### src/rtl/morse_pkg.sv
// Shared definitions for the Morse transmitter: letter indices, FSM states,
// element limits and the letter-to-code table.
package morse_pkg;

  localparam int MAX_ELEMS = 4;
  localparam int LEN_W     = $clog2(MAX_ELEMS + 1);
  // Three units of the largest legal UNIT_CYCLES (2^24-1) need 26 bits.
  localparam int TIMER_W   = 26;

  localparam logic [4:0] A_M = 5'd0;
  localparam logic [4:0] B_M = 5'd1;
  localparam logic [4:0] C_M = 5'd2;
  localparam logic [4:0] D_M = 5'd3;
  localparam logic [4:0] E_M = 5'd4;
  localparam logic [4:0] F_M = 5'd5;
  localparam logic [4:0] G_M = 5'd6;
  localparam logic [4:0] H_M = 5'd7;
  localparam logic [4:0] I_M = 5'd8;
  localparam logic [4:0] J_M = 5'd9;
  localparam logic [4:0] K_M = 5'd10;
  localparam logic [4:0] L_M = 5'd11;
  localparam logic [4:0] M_M = 5'd12;
  localparam logic [4:0] N_M = 5'd13;
  localparam logic [4:0] O_M = 5'd14;
  localparam logic [4:0] P_M = 5'd15;
  localparam logic [4:0] Q_M = 5'd16;
  localparam logic [4:0] R_M = 5'd17;
  localparam logic [4:0] S_M = 5'd18;
  localparam logic [4:0] T_M = 5'd19;
  localparam logic [4:0] U_M = 5'd20;
  localparam logic [4:0] V_M = 5'd21;
  localparam logic [4:0] W_M = 5'd22;
  localparam logic [4:0] X_M = 5'd23;
  localparam logic [4:0] Y_M = 5'd24;
  localparam logic [4:0] Z_M = 5'd25;

  typedef enum logic [1:0] {
    IDLE     = 2'd0,
    MARK     = 2'd1,
    GAP      = 2'd2,
    CHAR_GAP = 2'd3
  } state_t;

  // Pattern is left-aligned: bit [MAX_ELEMS-1] is the first element, 1 = dash.
  typedef struct packed {
    logic                 illegal;
    logic [LEN_W-1:0]     len;
    logic [MAX_ELEMS-1:0] pattern;
  } morse_code_t;

  function automatic morse_code_t morse_lookup(input logic [4:0] letter);
    morse_code_t code;
    code = {1'b1, 3'd0, 4'b0000};
    case (letter)
      A_M:     code = {1'b0, 3'd2, 4'b0100};
      B_M:     code = {1'b0, 3'd4, 4'b1000};
      C_M:     code = {1'b0, 3'd4, 4'b1010};
      D_M:     code = {1'b0, 3'd3, 4'b1000};
      E_M:     code = {1'b0, 3'd1, 4'b0000};
      F_M:     code = {1'b0, 3'd4, 4'b0010};
      G_M:     code = {1'b0, 3'd3, 4'b1100};
      H_M:     code = {1'b0, 3'd4, 4'b0000};
      I_M:     code = {1'b0, 3'd2, 4'b0000};
      J_M:     code = {1'b0, 3'd4, 4'b0111};
      K_M:     code = {1'b0, 3'd3, 4'b1010};
      L_M:     code = {1'b0, 3'd4, 4'b0100};
      M_M:     code = {1'b0, 3'd2, 4'b1100};
      N_M:     code = {1'b0, 3'd2, 4'b1000};
      O_M:     code = {1'b0, 3'd3, 4'b1110};
      P_M:     code = {1'b0, 3'd4, 4'b0110};
      Q_M:     code = {1'b0, 3'd4, 4'b1101};
      R_M:     code = {1'b0, 3'd3, 4'b0100};
      S_M:     code = {1'b0, 3'd3, 4'b0000};
      T_M:     code = {1'b0, 3'd1, 4'b1000};
      U_M:     code = {1'b0, 3'd3, 4'b0010};
      V_M:     code = {1'b0, 3'd4, 4'b0001};
      W_M:     code = {1'b0, 3'd3, 4'b0110};
      X_M:     code = {1'b0, 3'd4, 4'b1001};
      Y_M:     code = {1'b0, 3'd4, 4'b1011};
      Z_M:     code = {1'b0, 3'd4, 4'b1100};
      default: code = {1'b1, 3'd0, 4'b0000};
    endcase
    return code;
  endfunction

endpackage

### src/rtl/morse_lut.sv
// Combinational letter decoder: index -> element count, left-aligned pattern,
// and an illegal flag for indices 26..31.
module morse_lut
  import morse_pkg::*;
(
  input  logic [4:0] letter_in,
  output logic [2:0] len,
  output logic [3:0] pattern,
  output logic       illegal
);

  morse_code_t code;

  assign code    = morse_lookup(letter_in);
  assign len     = code.len;
  assign pattern = code.pattern;
  assign illegal = code.illegal;

endmodule

### src/rtl/morse_tx.sv
// Morse keyer: accepts one letter at a time and keys its ITU pattern with
// dot = 1 unit, dash = 3 units, element gap = 1 unit, character gap = 3 units.
module morse_tx
  import morse_pkg::*;
#(
  parameter int UNIT_CYCLES = 6000000
) (
  input  logic       clk,
  input  logic       rst,
  input  logic [4:0] letter_in,
  input  logic       valid_in,
  output logic       ready_out,
  output logic       key_out,
  output logic       busy,
  output logic       err
);

  // Counter reload values; the timer counts down to 0, so n units load n*U-1.
  localparam logic [TIMER_W-1:0] ONE_UNIT   = TIMER_W'(UNIT_CYCLES - 1);
  localparam logic [TIMER_W-1:0] THREE_UNIT = TIMER_W'(3 * UNIT_CYCLES - 1);

  state_t             state, state_n;
  logic [TIMER_W-1:0] cnt, cnt_n;
  logic [2:0]         len, len_n;
  logic [3:0]         pat, pat_n;
  logic               err_n;

  logic [2:0]         lut_len;
  logic [3:0]         lut_pat;
  logic               lut_illegal;

  morse_lut u_lut (
    .letter_in (letter_in),
    .len       (lut_len),
    .pattern   (lut_pat),
    .illegal   (lut_illegal)
  );

  // Next-state, timer reload and element bookkeeping.
  always_comb begin
    state_n = state;
    cnt_n   = cnt;
    len_n   = len;
    pat_n   = pat;
    err_n   = 1'b0;
    case (state)
      IDLE: begin
        if (valid_in && ready_out) begin
          if (lut_illegal) begin
            err_n = 1'b1;
          end else begin
            state_n = MARK;
            len_n   = lut_len;
            pat_n   = lut_pat;
            cnt_n   = lut_pat[3] ? THREE_UNIT : ONE_UNIT;
          end
        end else begin
          cnt_n = '0;
        end
      end
      MARK: begin
        if (cnt == '0) begin
          pat_n = {pat[2:0], 1'b0};
          len_n = len - 3'd1;
          if (len == 3'd1) begin
            state_n = CHAR_GAP;
            cnt_n   = THREE_UNIT;
          end else begin
            state_n = GAP;
            cnt_n   = ONE_UNIT;
          end
        end else begin
          cnt_n = cnt - 1'b1;
        end
      end
      GAP: begin
        if (cnt == '0) begin
          state_n = MARK;
          cnt_n   = pat[3] ? THREE_UNIT : ONE_UNIT;
        end else begin
          cnt_n = cnt - 1'b1;
        end
      end
      CHAR_GAP: begin
        if (cnt == '0) begin
          state_n = IDLE;
        end else begin
          cnt_n = cnt - 1'b1;
        end
      end
      default: begin
        state_n = IDLE;
        cnt_n   = '0;
        len_n   = 3'd0;
        pat_n   = 4'b0000;
      end
    endcase
  end

  // State, timer, element registers and outputs decoded from the next state.
  always_ff @(posedge clk) begin
    if (!rst) begin
      state     <= IDLE;
      cnt       <= '0;
      len       <= 3'd0;
      pat       <= 4'b0000;
      key_out   <= 1'b0;
      busy      <= 1'b0;
      err       <= 1'b0;
      ready_out <= 1'b1;
    end else begin
      state     <= state_n;
      cnt       <= cnt_n;
      len       <= len_n;
      pat       <= pat_n;
      key_out   <= (state_n == MARK);
      busy      <= (state_n != IDLE);
      err       <= err_n;
      ready_out <= (state_n == IDLE);
    end
  end

endmodule
### config.mk
export PLATFORM = sky130hd
export DESIGN_NAME = morse_tx
export DESIGN_NICKNAME = d
export VERILOG_FILES = /design/src/rtl/morse_pkg.sv /design/src/rtl/morse_lut.sv /design/src/rtl/morse_tx.sv
export SDC_FILE = /design/constraint.sdc
export NUM_CORES = 1
export LEC_CHECK = 0
export BUFFER_PORTS_ARGS = -buffer_cell sky130_fd_sc_hd__buf_2
export CAP_MARGIN = 20
export CORE_AREA = 10 10 79 81
export CTS_BUF_LIST = sky130_fd_sc_hd__clkbuf_16
export CTS_CLUSTER_DIAMETER = 200
export CTS_CLUSTER_SIZE = 30
export DETAILED_ROUTE_END_ITERATION = 16
export DIE_AREA = 0 0 89 91
export GPL_TIMING_DRIVEN = 0
export PLACE_DENSITY_LB_ADDON = 0.3
export SLEW_MARGIN = 20
export SYNTH_ARGS = -nofsm -noshare
export SYNTH_HDL_FRONTEND = slang
export SYNTH_SLANG_ARGS = --single-unit
### constraint.sdc
create_clock -name clk -period 3.1 [get_ports clk]
set_input_delay 0.155 -clock clk [delete_from_list [all_inputs] [get_ports clk]]
set_output_delay 0.155 -clock clk [all_outputs]
set_load 0.05 [all_outputs]
==> results.sh, run 1 <==
export IMPL_fin_nets=371
export IMPL_grt_pass1_wl_mm=11.8
export IMPL_drive_above_1_share_pct=13.8
export IMPL_relSlewSlack_pct=50.7
export IMPL_rows=25
export IMPL_yosys_mux_area_fraction_pct=0.828
export IMPL_total_power_mw=1.96
export IMPL_fin_tns_setup_ns=0
export IMPL_ys_warn_count=0
export IMPL_dpl_instance_area_mm2=0.00283
export IMPL_yosys_area_share_simple_pct=28.3
export IMPL_async_reset_ff_share_pct=0
export IMPL_io_buffer_count=8
export IMPL_vias_per_cell=6.49
export IMPL_drv_cap=0
export IMPL_final_area_mm2=0.00297
export IMPL_finalHoldViolCount=0
export IMPL_synth_top_family_by_area="simple AND/OR/NAND/NOR gates"
export IMPL_crit_family="simple AND/OR/NAND/NOR gates"
export IMPL_fin_skew_ns=0.00291
export IMPL_fillers=419
export IMPL_required_ns=3.24
export IMPL_firstDrtPassIters=5
export IMPL_worstSetupPathType="reg -> reg"
export IMPL_insertion_delay_ns=0.28
export IMPL_wl_met1_mm=3.08
export IMPL_netlist_instances=338
export IMPL_startpoint_type="flip-flop"
export IMPL_ios=12
export IMPL_mostFrequentLayoutCell="dfxtp_1"
export IMPL_drc=0
export IMPL_fp_dieW_um=89
export IMPL_yosysSeqAreaShare_pct=28.7
export IMPL_hpwlAfterDp_mm=4.99
export IMPL_antenna_found_initial=0
export IMPL_worstPathCellList="clkbuf_1, nor2_1, clkbuf_1, nand3_1, nor2_1, a21oi_2, clkbuf_1, o21ai_0, a31oi_1"
export IMPL_static_leakage_power_nw=1.16
export IMPL_crit_top_cell="clkbuf_1"
export IMPL_cts_sinks=39
export IMPL_worstPathMaxFanout=10
export IMPL_synthesis_nets=356
export IMPL_wl_per_cell_um=16.9
export IMPL_ant_nets=0
export IMPL_p_int_mw=1.19
export IMPL_synth_distinct_cells=65
export IMPL_clock_fmax_mhz=351
export IMPL_synth_compound_area_share_pct=26.5
export IMPL_power_switching_mw=0.767
export IMPL_r2r_start="state[1]"
export IMPL_numCtsBuffers=5
export IMPL_hold_path_depth=3
export IMPL_r2r_end="cnt[8]"
export IMPL_top_layer="met4"
export IMPL_layout_common_cells="39 x dfxtp_1, 31 x nor2_1, 27 x a21oi_1"
export IMPL_syn_to_final_growth_pct=9.15
export IMPL_coreArea_mm2=0.00466
export IMPL_synth_cell_area_mm2=0.00272
export IMPL_critPathSlowestCell="nor2_1"
export IMPL_cts_htree_levels=2
export IMPL_synth_xor_area_share_pct=5.47
export IMPL_avgSynthCellArea_um2=8.05
export IMPL_grt_pass1_vias=2533
export IMPL_cp_buffers_inverters=3
export IMPL_synth_edf_count=0
export IMPL_seqPwrFrac_pct=33.0
export IMPL_worst_slew_pin_slew_ns=0.733
export IMPL_grt_remaining_overflow=0
export IMPL_synth_seq_cells=39
export IMPL_setup_viol_count_final=0
export IMPL_place_gp_congestion=0.937
export IMPL_rrSetupSlack_ns=0.25
export IMPL_slew_viol_final=0
export IMPL_seq_area_um2=781
export IMPL_min_from="rst"
export IMPL_period_needed_ns=2.85
export IMPL_routed_wl_mm=6.88
export IMPL_outcome="finished, final reports clean"
export IMPL_cts_tree="yes"
export IMPL_met3WireLength_um=379
export IMPL_hold_class="in -> reg"
export IMPL_p_comb_share_pct=42.2
export IMPL_cts_clk_slew_worst_paths_ns=0.06
export IMPL_vdd_ir_drop_max_v=0.000271
export IMPL_wl_met2_mm=3.27
export IMPL_critPathMaxStageDelay_ns=0.46
export IMPL_cp_arrival_ns=2.99
export IMPL_yosys_area_share_adder_pct=5.01
export IMPL_power_frac_clock_pct=24.8
export IMPL_rsz0062_at_grt="false"
export IMPL_initial_core_util_pct=58.4
export IMPL_gr_usage_all_layers_pct=17.6
export IMPL_yosys_most_used_dff="dfxtp_1"
export IMPL_critPathCaptureType="flip-flop"
export IMPL_dieArea_mm2=0.00810
export IMPL_p_per_area_mw_per_mm2=660
export IMPL_grt_max_degree=12
export IMPL_fp_dieH_um=91
export IMPL_multi_input_area_mm2=0.00180
export IMPL_r2r_worst_path_cells=9
export IMPL_clock_path_buffers=2
export IMPL_vias=2647
export IMPL_cts_root_buf="clkbuf_16"
export IMPL_drtIter0Drc=195
export IMPL_timing_hold_worst_endpoint="cnt[19]"
export IMPL_post_route_period_util_pct=92.0
export IMPL_swShare_pct=39.2
export IMPL_diodes=0
[per-layer routing]
layer	up-vias	global-route usage [%]
met1	1258	21.8
met5	-	0
met2	84	28.3
met4	0	7.16
li1	1289	-
met3	16	4.02
[sequential cells by signal, indices dropped and copies added (netlist names)]
| register | flops |
|---|---|
| key_out | 1 |
| pat | 4 |
| cnt | 26 |
| len | 3 |
| state | 2 |
| ready_out | 1 |
| err | 1 |
| busy | 1 |
[synth_stat cells (3+ instances only)]
cell       n  share of area (%)
a21boi_0   3               0.83
a21oi_1   28                5.2
o221a_2    9                3.7
clkbuf_1  17                2.3
or2_2      3               0.69
dfxtp_1   39                 29
and2_1     6                1.4
or3_1      3               0.69
xor2_1    12                3.9
xnor2_1    5                1.6
ha_1      10                4.6
inv_1     12                1.7
o21ai_0   13                2.4
nor4_1     7                1.6
nand4_1    7                1.6
o21a_1     3               0.83
o31ai_1    3               0.83
o21ai_1    3               0.55
nor2b_1    3               0.69
or4_4      3                1.2
nand2b_1   8                1.8
nand2_1   20                2.8
a211oi_1   8                2.2
nor3_1    15                2.8
nor2_1    31                4.3
nand3_1   11                2.0
o211ai_1   7                1.9
[final cells by class]
| class | instances | area share [%] |
|---|---|---|
| inverter | 12 | 1.52 |
| multi-input combinational | 266 | 60.7 |
| tap | 54 | 2.28 |
| timing repair buffer | 8 | 1.35 |
| clock inverter | 3 | 0.421 |
| clock buffer | 5 | 4.21 |
| sequential | 39 | 26.3 |
| buffer | 21 | 3.20 |
[worst max-delay path by stage]
stage                  start       to  slack [ns]  depth (start not counted)
floorplan             cnt[0]  cnt[24]        0.61                          9
global placement    state[1]  cnt[10]        0.12                          9
detailed placement  state[1]   cnt[8]        0.08                          9
CTS                 state[1]   cnt[8]        0.06                          9
global route        state[1]  cnt[10]        0.06                          9
finish              state[1]   cnt[8]        0.25                          9
[power groups by stage]
stage | sequential, mW | clock (mW) | combinational (mW)
6_report | 0.645 | 0.487 | 0.827
3_3_place_gp | 0.650 | 0 | 0.793
5_1_grt | 0.656 | 0.516 | 0.914
2_1_floorplan | 0.660 | 0 | 0.630
3_5_place_dp | 0.654 | 0 | 0.806
4_1_cts | 0.643 | 0.490 | 0.814
[worst min-delay path, delay by kind of cell]
kind | cells | cell delay, ns
buf+inv | 1 | 0.22
compound gates | 1 | 0.14
simple gates | 1 | 0.05
[what timing repair did]
item	4_1_cts	5_1_grt
hold buffers	0	0
resized for setup	0	1
setup endpoints to repair	0	9
buffers inserted	0	0
[per-stage QoR]
stage	cells	hold slack, ns	utilization, %	setup slack, ns
after floorplan	338	0.435	-	0.612
after global placement	400	0.458	60.7	0.121
after detailed placement	400	0.470	60.7	0.0769
after CTS	408	0.327	63.6	0.0614
after global routing	408	0.376	63.7	0.0553
final	408	0.333	63.7	0.248
[kinds of logic after synthesis]
group / after synthesis
compound gates: 100
mux: 1
fa+ha+maj: 11
xor+xnor: 17
simple gates: 137
buf+inv: 33
flops: 39
No activity file was read; power rests on OpenSTA's default activity.
==> inputs of run 2 (changes only) <==
Settings changed: REMOVE_ABC_BUFFERS set to 1.
==> run 2 against run 1 <==
Against the previous run: hold slack better by 0.039 ns; final area is 2.7% lower; largest power group unchanged; flip-flop and latch count stayed put; critical path depth is 1 lower; combinational power is 6.5% lower; worst setup slack worse by 0.064 ns; first-iteration DRC count is 1.0% higher; via count is 5.4% lower; die area stayed put; sequential share of layout area is 0.74 points higher; register-to-register slack worse by 0.06 ns; power is 2.7% lower.
==> results.sh, run 2 (synthesis results as in run 1) <==
export IMPL_ios=12
export IMPL_fp_dieH_um=91
export IMPL_p_per_area_mw_per_mm2=660
export IMPL_required_ns=3.25
export IMPL_r2r_end="cnt[24]"
export IMPL_drive_above_1_share_pct=14.3
export IMPL_hold_class="in -> reg"
export IMPL_swShare_pct=38.5
export IMPL_cts_root_buf="clkbuf_16"
export IMPL_firstDrtPassIters=4
export IMPL_crit_family="simple AND/OR/NAND/NOR gates"
export IMPL_rows=25
export IMPL_r2r_worst_path_cells=8
export IMPL_worstSetupPathType="reg -> reg"
export IMPL_vdd_ir_drop_max_v=0.000287
export IMPL_syn_to_final_growth_pct=6.16
export IMPL_period_needed_ns=2.92
export IMPL_worst_slew_pin_slew_ns=0.855
export IMPL_seqPwrFrac_pct=34.5
export IMPL_p_int_mw=1.17
export IMPL_relSlewSlack_pct=43.0
export IMPL_min_from="rst"
export IMPL_cts_hold_buf=0
export IMPL_p_comb_share_pct=40.6
export IMPL_hold_path_depth=2
export IMPL_power_frac_clock_pct=24.9
export IMPL_rsz0062_at_grt="false"
export IMPL_fin_skew_ns=0.00256
export IMPL_grt_max_degree=28
export IMPL_cts_htree_levels=2
export IMPL_layout_common_cells="39 x dfxtp_1, 31 x nor2_1, 27 x a21oi_1"
export IMPL_dieArea_mm2=0.00810
export IMPL_vias_per_cell=6.42
export IMPL_total_power_mw=1.90
export IMPL_cp_buffers_inverters=1
export IMPL_mostFrequentLayoutCell="dfxtp_1"
export IMPL_clock_path_buffers=2
export IMPL_grt_pass1_wl_mm=10.9
export IMPL_vias=2505
export IMPL_worstPathMaxFanout=21
export IMPL_final_core_utilization_pct=62.0
export IMPL_cp_arrival_ns=3.07
export IMPL_post_route_period_util_pct=94.1
export IMPL_clock_fmax_mhz=343
export IMPL_largest_register="cnt"
export IMPL_cp_startpoint="cnt[0]"
export IMPL_drv_cap=0
export IMPL_finalHoldViolCount=0
export IMPL_largestRegisters="cnt x26, pat x4, len x3"
export IMPL_diodes=0
export IMPL_ant_nets=0
export IMPL_fin_tns_setup_ns=0
export IMPL_critPathSlowestCell="or4b_2"
export IMPL_setup_viol_count_final=0
export IMPL_antenna_found_initial=0
export IMPL_wl_per_cell_um=16.1
export IMPL_fillers=416
export IMPL_r2r_start="cnt[0]"
export IMPL_rrSetupSlack_ns=0.18
export IMPL_drc=0
export IMPL_cts_setup_buffers=0
export IMPL_critPathCaptureType="flip-flop"
export IMPL_cts_tree="yes"
export IMPL_critPathMaxStageDelay_ns=0.59
export IMPL_cts_clk_slew_worst_paths_ns=0.05
export IMPL_drtIter0Drc=197
export IMPL_grt_pass1_vias=2352
export IMPL_cts_resized=0
export IMPL_power_switching_mw=0.734
export IMPL_grt_remaining_overflow=0
export IMPL_worst_hold_slack_ns=0.372
export IMPL_place_gp_congestion=0.945
export IMPL_routed_wl_mm=6.26
export IMPL_timing_hold_worst_endpoint="len[2]"
export IMPL_cts_sinks=39
export IMPL_startpoint_type="flip-flop"
export IMPL_largest_reg_flops=26
export IMPL_slew_viol_final=0
export IMPL_numCtsBuffers=5
export IMPL_io_buffer_count=11
export IMPL_fp_dieW_um=89
export IMPL_worstPathCellList="inv_1, ha_1, or4b_2, or4_4, or3_4, o41ai_1, a21o_1, a311oi_1"
export IMPL_fin_nets=353
export IMPL_hpwlAfterDp_mm=4.38
export IMPL_static_leakage_power_nw=1.13
export IMPL_coreArea_mm2=0.00466
export IMPL_gr_usage_all_layers_pct=16.2
export IMPL_outcome="finished, final reports clean"
export IMPL_initial_core_util_pct=58.4
export IMPL_insertion_delay_ns=0.28
[run 2: through the flow]
stage	cells	area, um2	setup slack, ns
6_report	390	2890	0.184
5_1_grt	390	2890	0.0993
4_1_cts	390	2890	0.254
3_5_place_dp	382	2750	0.284
3_3_place_gp	382	2750	0.215
2_1_floorplan	317	2630	0.509
[run 2: routing by layer]
layer  vias up  global-route usage [%]  share of wire [%]
met2        76                    25.1                 47
met5         -                       0                  0
li1       1250                       -                  -
met1      1166                    20.5                 46
met3        13                    4.29                4.6
met4         0                    6.90                2.1
[run 2: worst max path at each step]
stage | to | slack (ns) | depth (start not counted)
after floorplan | cnt[24] | 0.51 | 8
after global placement | cnt[11] | 0.21 | 6
after detailed placement | cnt[24] | 0.28 | 8
after CTS | cnt[24] | 0.25 | 8
after global routing | cnt[24] | 0.1 | 8
final | cnt[24] | 0.18 | 8
[run 2: power by group through the flow]
stage / registers, mW / logic (mW) / clock network (mW)
floorplan: 0.668 / 0.586 / 0
global placement: 0.661 / 0.748 / 0
detailed placement: 0.663 / 0.763 / 0
CTS: 0.654 / 0.769 / 0.494
global route: 0.666 / 0.868 / 0.513
finish: 0.657 / 0.773 / 0.475
[run 2: final cells by class]
type | instances | area [um2] | share of cell area, %
multi-input cells | 266 | 1800 | 62.4
flip-flops and latches | 39 | 781 | 27.0
clock buffers | 5 | 125 | 4.33
well taps | 54 | 67.6 | 2.34
repair buffers | 11 | 55.1 | 1.91
inverters | 12 | 45.0 | 1.56
clock inverters | 3 | 11.3 | 0.390
==> inputs of run 3 (changes only) <==
Settings changed: ABC_AREA set to 1, CORE_AREA 10 10 79 81 to 10 10 80 82, DIE_AREA 0 0 89 91 to 0 0 90 92, PLACE_DENSITY set to 0.79, PLACE_DENSITY_LB_ADDON 0.3 to unset.
==> run 3 against run 2 <==
Against the previous run: final cell count increased by 31%; critical path depth up 5; first-iteration DRC count rose by 12%; hold slack worse by 0.061 ns; register-to-register slack better by 0.98 ns; clock power up 5.9%; sequential share of layout area is 1.2 points lower; via count grew 9.4%; wire length rose by 3.0%; combinational power is 17% lower; maximum frequency increased by 51%; area after synthesis increased by 2.2%.
==> results.sh, run 3 <==
export IMPL_gr_usage_all_layers_pct=15.9
export IMPL_yosys_most_used_dff="dfxtp_1"
export IMPL_worstPathMaxFanout=9
export IMPL_place_gp_congestion=0.927
export IMPL_dpl_instance_area_mm2=0.00288
export IMPL_synth_distinct_cells=35
export IMPL_seqPwrFrac_pct=34.8
export IMPL_grt_max_degree=26
export IMPL_layout_common_cells="75 x nor2_1, 73 x nand2_1, 39 x dfxtp_1"
export IMPL_outcome="finished, final reports clean"
export IMPL_power_frac_clock_pct=28.6
export IMPL_initial_core_util_pct=56.6
export IMPL_synth_area_leaders="dfxtp_1 28%, nor2_1 10%, nand2_1 9.9%"
export IMPL_grt_pass1_wl_mm=11.3
export IMPL_p_int_mw=1.07
export IMPL_cts_root_buf="clkbuf_16"
export IMPL_grt_remaining_overflow=0
export IMPL_fillers=462
export IMPL_fin_tns_setup_ns=0
export IMPL_insertion_delay_ns=0.29
export IMPL_rows=26
export IMPL_largestRegisters="cnt x26, pat x4, len x3"
export IMPL_drc=0
export IMPL_dieArea_mm2=0.00828
export IMPL_r2r_end="cnt[23]"
export IMPL_vias=2740
export IMPL_crit_family="simple AND/OR/NAND/NOR gates"
export IMPL_crit_top_cell="nand2_2"
export IMPL_post_route_period_util_pct=62.4
export IMPL_r2r_worst_path_cells=13
export IMPL_slew_viol_final=0
export IMPL_cts_resized=0
export IMPL_power_switching_mw=0.694
export IMPL_swShare_pct=39.4
export IMPL_worst_slew_pin_slew_ns=0.464
export IMPL_coreArea_mm2=0.00491
export IMPL_required_ns=3.28
export IMPL_critPathSlowestCell="dfxtp_1"
export IMPL_yosysMostFrequentCell="nor2_1"
export IMPL_ios=12
export IMPL_cp_buffers_inverters=3
export IMPL_setup_viol_count_final=0
export IMPL_fin_skew_ns=0.00646
export IMPL_drive_above_1_share_pct=14.4
export IMPL_largest_register="cnt"
export IMPL_diodes=0
export IMPL_ys_warn_count=0
export IMPL_fp_dieH_um=92
export IMPL_synth_cell_area_mm2=0.00278
export IMPL_static_leakage_power_nw=1.42
export IMPL_startpoint_type="flip-flop"
export IMPL_hpwlAfterDp_mm=4.90
export IMPL_fin_nets=456
export IMPL_cp_arrival_ns=2.11
export IMPL_finalHoldViolCount=0
export IMPL_numCtsBuffers=5
export IMPL_synth_edf_count=0
export IMPL_final_area_mm2=0.00302
export IMPL_cts_clk_slew_worst_paths_ns=0.06
export IMPL_async_reset_ff_share_pct=0
export IMPL_synth_seq_cells=39
export IMPL_avgSynthCellArea_um2=6.51
export IMPL_wl_per_cell_um=12.7
export IMPL_hold_class="in -> reg"
export IMPL_vias_per_cell=5.38
export IMPL_vdd_ir_drop_max_v=0.000339
export IMPL_routed_wl_mm=6.45
export IMPL_timing_hold_worst_endpoint="pat[0]"
export IMPL_cts_setup_buffers=0
export IMPL_ant_nets=0
export IMPL_total_power_mw=1.76
export IMPL_syn_to_final_growth_pct=8.73
export IMPL_synth_top_cell_area_share_pct=28.1
export IMPL_antenna_found_initial=0
export IMPL_p_comb_share_pct=36.6
export IMPL_rrSetupSlack_ns=1.17
export IMPL_yosys_top_cells_count="75 x nor2_1, 73 x nand2_1, 39 x dfxtp_1, 36 x inv_1, 32 x a21oi_1"
export IMPL_cts_htree_levels=2
export IMPL_cts_sinks=39
export IMPL_clock_path_buffers=2
export IMPL_grt_pass1_vias=2481
export IMPL_yosysTopAreaCell="dfxtp_1"
export IMPL_critPathCaptureType="flip-flop"
export IMPL_r2r_start="cnt[1]"
export IMPL_yosysSeqAreaShare_pct=28.1
export IMPL_drtIter0Drc=221
export IMPL_io_buffer_count=11
export IMPL_critPathMaxStageDelay_ns=0.31
export IMPL_relSlewSlack_pct=69.1
export IMPL_cts_tree="yes"
export IMPL_worstPathCellList="inv_1, ha_1, inv_1, nor2_1, nand3_1, nor2_4, nand2_4, inv_4, nand2_4, nand2_2, nand2_2, nand2_2, nor2_1"
export IMPL_hold_path_depth=4
export IMPL_netlist_instances=427
export IMPL_cts_hold_buf=0
export IMPL_worstSetupPathType="reg -> reg"
export IMPL_clock_fmax_mhz=517
export IMPL_p_per_area_mw_per_mm2=582
export IMPL_rsz0062_at_grt="false"
export IMPL_min_from="letter_in[4]"
export IMPL_period_needed_ns=1.93
export IMPL_drv_cap=0
export IMPL_firstDrtPassIters=5
export IMPL_largest_reg_flops=26
export IMPL_mostFrequentLayoutCell="nor2_1"
export IMPL_worst_hold_slack_ns=0.311
export IMPL_fp_dieW_um=90
run 3: changes by cell type after synthesis, sizes merged, moves of 9 or more:
cell and change:
nand3 +15, o221a -9, nor2 +55, nand2 +68, a211oi -9, clkbuf -15
o21ai +29, inv +35
run 3: worst min-delay path, cell delays in order:
cell and delay (ns):
buf_2 0.14, nand3_1 0.10, nand4_1 0.10, a21oi_1 0.06
run 3: logic make-up after synthesis:
kind of cell / after synthesis / share of synthesized area, %
xor+xnor: 15 / 4.73
buf+inv: 56 / 8.69
flops: 39 / 28.1
compound gates: 86 / 16.2
fa+ha+maj: 10 / 4.50
simple gates: 221 / 37.8
run 3: cell type report:
class                           count  area (um2)  share of cell area [%]
Clock buffer                        5         125                    4.14
Multi-Input combinational cell    332        1760                    58.2
Tap cell                           70        87.6                    2.90
Inverter                           49         196                    6.50
Timing Repair Buffer               11        55.1                    1.82
Sequential cell                    39         781                    25.8
Clock inverter                      3        20.0                   0.662
run 3: power groups by stage:
stage               registers (mW)  logic (mW)  clock network (mW)
floorplan                    0.627       0.495                   0
global placement             0.620       0.621                   0
detailed placement           0.621       0.632                   0
CTS                          0.612       0.638               0.516
global route                 0.621       0.728               0.531
finish                       0.613       0.644               0.503
run 3: routing by layer:
layer	global-route usage (%)	share of wire (%)
met1	21.0	48
met2	24.7	44
met3	2.44	5.5
met4	7.96	2.7
met5	0	0
run 3: worst max path at each step:
stage / startpoint / slack [ns] / to / depth (start not counted)
floorplan: ready_out / 1.45 / cnt[18] / 8
global placement: letter_in[0] / 1.15 / cnt[16] / 11
detailed placement: letter_in[0] / 1.16 / cnt[22] / 11
CTS: cnt[1] / 1.16 / cnt[23] / 13
global route: cnt[1] / 0.93 / cnt[23] / 13
finish: cnt[1] / 1.17 / cnt[23] / 13
run 3: stage by stage:
step                cells  setup WS (ns)  util, %
detailed placement    501           1.16     58.6
global route          509          0.926     61.5
global placement      501           1.15     58.6
finish                509           1.17     61.5
CTS                   509           1.16     61.5
floorplan             420           1.45        -
